===== src/rtl/kan_layer_sequencer.sv =====
// kan_layer_sequencer: walks every (neuron, feature) pair of one KAN layer on a
// single shared MAC. It issues feature and weight read addresses, aligns the
// MAC enable/clear strobes to the memory read latency, and hands each finished
// neuron result to the consumer through a valid/ready handshake.
//
//   state | meaning
//   IDLE  | waiting for start; outputs quiet
//   RUN   | issuing one read per cycle for the current neuron
//   DRAIN | READ_LAT cycles letting the last product reach the MAC
//   EMIT  | accumulator holds a finished neuron; wait for res_ready
//   FIN   | one-cycle done pulse, then back to IDLE
module kan_layer_sequencer #(
    parameter int IN_FEATURES  = 784,
    parameter int OUT_FEATURES = 64,
    parameter int READ_LAT     = 1,
    parameter int FA_W = (IN_FEATURES > 1) ? $clog2(IN_FEATURES) : 1,
    parameter int WA_W = (IN_FEATURES * OUT_FEATURES > 1) ? $clog2(IN_FEATURES * OUT_FEATURES) : 1,
    parameter int NI_W = (OUT_FEATURES > 1) ? $clog2(OUT_FEATURES) : 1
) (
    input  logic            clk,
    input  logic            reset,
    input  logic            start,
    output logic            busy,
    output logic [FA_W-1:0] feat_addr,
    output logic [WA_W-1:0] wgt_addr,
    output logic            rd_en,
    output logic            mac_en,
    output logic            mac_clr,
    output logic            res_valid,
    output logic [NI_W-1:0] res_idx,
    input  logic            res_ready,
    output logic            done
);

    typedef enum logic [2:0] {IDLE, RUN, DRAIN, EMIT, FIN} state_t;

    state_t              state;
    state_t              state_nxt;
    logic [2:0]          drain_cnt;
    logic [READ_LAT-1:0] pipe_issue;
    logic [READ_LAT-1:0] pipe_first;
    logic                feat_last;
    logic                neur_last;

    // feat_addr doubles as the feature counter; it holds its final value
    // through DRAIN/EMIT and is rewound when the next neuron starts, so the
    // address outputs stay frozen outside RUN.
    assign feat_last = (feat_addr == FA_W'(IN_FEATURES - 1));
    // res_idx doubles as the neuron counter.
    assign neur_last = (res_idx == NI_W'(OUT_FEATURES - 1));

    assign mac_en  = pipe_issue[READ_LAT-1];
    assign mac_clr = pipe_first[READ_LAT-1] & pipe_issue[READ_LAT-1];

    // State register.
    always_ff @(posedge clk) begin
        if (reset) state <= IDLE;
        else       state <= state_nxt;
    end

    // Next-state decode and Moore control outputs.
    always_comb begin
        state_nxt = state;
        busy      = 1'b1;
        rd_en     = 1'b0;
        res_valid = 1'b0;
        done      = 1'b0;
        case (state)
            IDLE: begin
                busy = 1'b0;
                if (start) state_nxt = RUN;
            end
            RUN: begin
                rd_en = 1'b1;
                if (feat_last) state_nxt = DRAIN;
            end
            DRAIN: begin
                if (drain_cnt == 3'(READ_LAT - 1)) state_nxt = EMIT;
            end
            EMIT: begin
                res_valid = 1'b1;
                if (res_ready) state_nxt = neur_last ? FIN : RUN;
            end
            FIN: begin
                done      = 1'b1;
                state_nxt = IDLE;
            end
            default: state_nxt = IDLE;
        endcase
    end

    // Address, neuron and drain counters.
    always_ff @(posedge clk) begin
        if (reset) begin
            feat_addr <= '0;
            wgt_addr  <= '0;
            res_idx   <= '0;
            drain_cnt <= '0;
        end else begin
            case (state)
                IDLE: begin
                    if (start) begin
                        feat_addr <= '0;
                        wgt_addr  <= '0;
                        res_idx   <= '0;
                    end
                end
                RUN: begin
                    drain_cnt <= '0;
                    if (!feat_last) begin
                        feat_addr <= feat_addr + FA_W'(1);
                        wgt_addr  <= wgt_addr + WA_W'(1);
                    end
                end
                DRAIN: drain_cnt <= drain_cnt + 3'd1;
                EMIT: begin
                    // Weight address continues across neurons; the increment
                    // skipped on the last RUN cycle is applied here.
                    if (res_ready && !neur_last) begin
                        res_idx   <= res_idx + NI_W'(1);
                        feat_addr <= '0;
                        wgt_addr  <= wgt_addr + WA_W'(1);
                    end
                end
                default: ;
            endcase
        end
    end

    // Read-latency pipe carrying {issue, first-feature} to the MAC strobes.
    always_ff @(posedge clk) begin
        if (reset) begin
            pipe_issue <= '0;
            pipe_first <= '0;
        end else begin
            pipe_issue[0] <= rd_en;
            pipe_first[0] <= rd_en && (feat_addr == '0);
            for (int i = 1; i < READ_LAT; i++) begin
                pipe_issue[i] <= pipe_issue[i-1];
                pipe_first[i] <= pipe_first[i-1];
            end
        end
    end

endmodule


===== config.mk =====
export PLATFORM = sky130hd
export DESIGN_NAME = kan_layer_sequencer
export DESIGN_NICKNAME = d
export VERILOG_FILES = /design/src/rtl/kan_layer_sequencer.sv
export SDC_FILE = /design/constraint.sdc
export NUM_CORES = 1
export LEC_CHECK = 0
export CAP_MARGIN = 20
export CORE_MARGIN = 4
export CORE_UTILIZATION = 40
export CTS_CLUSTER_SIZE = 28
export DETAILED_ROUTE_END_ITERATION = 7
export PLACE_DENSITY = 0.67
export RECOVER_POWER = 100
export SETUP_SLACK_MARGIN = 0.15
export SYNTH_ARGS = -nofsm -noshare
export SYNTH_HDL_FRONTEND = slang
export SYNTH_SLANG_ARGS = --single-unit

===== constraint.sdc =====
create_clock -name clk -period 2.1 [get_ports clk]
set_input_delay 0.315 -clock clk [delete_from_list [all_inputs] [get_ports clk]]
set_output_delay 0.315 -clock clk [all_outputs]
set_load 0.02 [all_outputs]

==> results.tsv <==
metric	value	unit
worstHoldStart	wgt_addr[15]$_SDFFE_PP0P_	
powerDensity	496	mW/mm2
drt_first_pass_iters	4	
rr_startpoint	feat_addr[7]$_SDFFE_PP0P_	
p_leak	1.11	nW
gp_congestion	0.780	
syn_area_per_cell	7.56	um2
htreeDepth	2	
port_buffers	41	
r2r_end	state[2]$_SDFFE_PP0P_	
post-synth-top-area-fraction	36.5	%
drive_gt1_share	11.6	%
yosys.area_share.simple	30.4	%
grt.met1_usage	25.9	%
synth.area.top_cells	dfxtp_1 37%, a21oi_1 6.8%, nor2_1 5.8%	
intPower	0.00105	W
combPwrFrac	10.8	%
synth_common_cells	40 x dfxtp_1, 34 x nor2_1, 31 x nand2_1, 30 x a21oi_1, 19 x o21ai_0	
row_count	26	
busiest_layer	met2	
crit_type	flip-flop to flip-flop	
regArea	805	um2
synthXorXnorAreaFrac	0	%
finalClockSkew	5.65	ps
synth-seq-cells	40	
slew_headroom	68.9	%
crit_required	2310	ps
ir_worst_vdd	0.000318	V
clk_path_buf_depth	2	
path_max_fanout	5	
syn_inst	290	
coreArea	0.00520	mm2
tightest_slew	454	ps
fillers	535	
synth_compound_area_share	24.7	%
final_util	55.1	%
clk_pin_slew	80	ps
synth_edf_count	0	
die_w	82.0	um
power_frac_seq	54.2	%
grt_usage	18.9	%
wire_per_inst	14.4	um
first_global_vias	2143	
hold_violations	0	
async_flop_share	0	%
area_growth	30.9	%
cap_violations	0	
synth_top_family_by_area	simple AND/OR/NAND/NOR gates	
grt_first_pass_wirelength	9.96	mm
slowest_stage	or4_4	
finalMaxSlewViolations	0	
drc	0	
place_hpwl	4.24	mm
critPathMaxStageDelay	590	ps
grt_overflow	0	
start_util	42.1	%
synth.area.mux_share	0	%
design.die.area	0.00673	mm2
use_met2	30.0	%
fp.dieH	82.0	um
antenna_left	0	
grt_max_degree	22	
syn-num-nets	300	
nets	355	
cp.arrival	2170	ps
io_pins	42	
syn_area	0.00219	mm2
max_freq	509	MHz
synthAdderAreaFrac	3.42	%
avgViaCountPerCell	5.61	
routed-via-count	2327	
power_switching_share	26.5	%
root_buffer	clkbuf_8	
numCtsBuffers	5	
yosysMostFrequentCell	dfxtp_1	
synth_cell_type_count	50	
hold_class	flip-flop to flip-flop	
synth_seq_area_share	36.5	%
switching_power	0.000377	W
whs_path_depth	1	
finalSetupViolations	0	
wirelength	5.98	mm
min_delay_worst_endpoint	wgt_addr[15]$_SDFFE_PP0P_	
insertion_delay	290	ps
multi_input_area	0.00130	mm2
grt_setup_unrepaired	yes	
status	complete, no violations	
reg2reg_slack	130	ps
tns	0	ps
min_period	1970	ps
antenna_found_initial	0	
period_share	93.6	%
yosysTopAreaCell	dfxtp_1	
drtIter0Drc	156	
p_clk_share	35.1	%
cts_sinks	40	
worstSetupStartpointType	flip-flop	
cts_tree	built	
synth_flop_cell	dfxtp_1	
synth_warnings	0	
grt.met3_usage	3.73	%
crit_chain	or4_4 > or4_1 > a31oi_1 > nor2_1 > nor4_2	
endpoint_kind	flip-flop	
diodes	0	
worstRegToRegCells	5	
==> worst max path at each step <==
stage                              startpoint                   endpoint  slack (ps)  cells after the start
detailed placement                  res_ready   wgt_addr[6]$_SDFFE_PP0P_          50                      5
floorplan           feat_addr[4]$_SDFFE_PP0P_      state[2]$_SDFFE_PP0P_         150                      5
global placement                    res_ready  wgt_addr[13]$_SDFFE_PP0P_         100                      5
global route        feat_addr[7]$_SDFFE_PP0P_      state[2]$_SDFFE_PP0P_          70                      5
finish              feat_addr[7]$_SDFFE_PP0P_      state[2]$_SDFFE_PP0P_         130                      5
CTS                 feat_addr[4]$_SDFFE_PP0P_   wgt_addr[5]$_SDFFE_PP0P_         160                      5
==> registers in the layout (all words and copies together), names as in the netlist <==
signal,count
mac_en,1
drain_cnt,3
state,3
feat_addr,10
wgt_addr,16
res_idx,6
pipe_first,1
==> placed cells by master, fill, tap and decap left out, types with 5 or more instances in the layout <==
cell type / n
nor2_1: 34
dfxtp_1: 37
a31oi_1: 9
nor3_1: 12
nand2_1: 31
nand3_1: 16
buf_4: 18
o21ai_0: 19
clkbuf_1: 6
and3_1: 5
inv_1: 9
clkbuf_8: 5
a211oi_1: 5
dlygate4sd3_1: 34
ha_1: 5
a21oi_1: 30
==> repair_timing <==
action                     4_1_cts  5_1_grt
setup endpoints to repair        7       27
setup buffers                    0        1
resized for setup                7        7
hold buffers                     0        0
pin swaps                        0        3
==> cells by family after synthesis <==
family / count (synthesis)
AO/OA/AOI/OAI: 87
adder cells (fa/ha/maj): 6
buffers and inverters: 27
flip-flops: 40
AND/OR/NAND/NOR: 130
==> power groups by stage <==
| stage | Combinational, W | Clock [W] | Sequential [W] |
|---|---|---|---|
| floorplan | 0.0000862 | 0 | 0.000795 |
| global placement | 0.000154 | 0 | 0.000789 |
| detailed placement | 0.000154 | 0 | 0.000789 |
| CTS | 0.000155 | 0.000504 | 0.000771 |
| global route | 0.000169 | 0.000526 | 0.000772 |
| finish | 0.000153 | 0.000499 | 0.000771 |
==> worst max-delay path: cells and delay by family, from the launching register on <==
kind,cells,cell delay [ps]
DFF,1,320
and+or+nand+nor,4,1370
AOI/OAI and AO/OA,1,190
==> stage by stage <==
step | std cells | total power (W) | instance area (um2) | hold slack (ps) | worst slack (ps)
floorplan | 290 | 0.000881 | 2190 | 395 | 154
global placement | 407 | 0.000943 | 2790 | 472 | 101
detailed placement | 407 | 0.000943 | 2790 | 475 | 53.0
CTS | 414 | 0.00143 | 2880 | 486 | 158
global route | 415 | 0.00147 | 2870 | 511 | 68.5
finish | 415 | 0.00142 | 2870 | 474 | 135
==> metal layers <==
layer / wire length [um] / vias to the layer above
met5: 0 / -
met4: 17 / 0
met3: 283 / 2
met2: 2850 / 67
met1: 2830 / 1086
li1: - / 1172
==> final cells by class <==
| cell class | count | area share, % |
|---|---|---|
| clock inverter | 1 | 0.174 |
| inverter | 11 | 1.44 |
| clock buffer | 6 | 2.53 |
| sequential | 40 | 28.0 |
| timing repair buffer | 64 | 19.4 |
| tap | 70 | 3.05 |
| multi-input combinational | 223 | 45.4 |
Power figures use the tool's default switching activity.
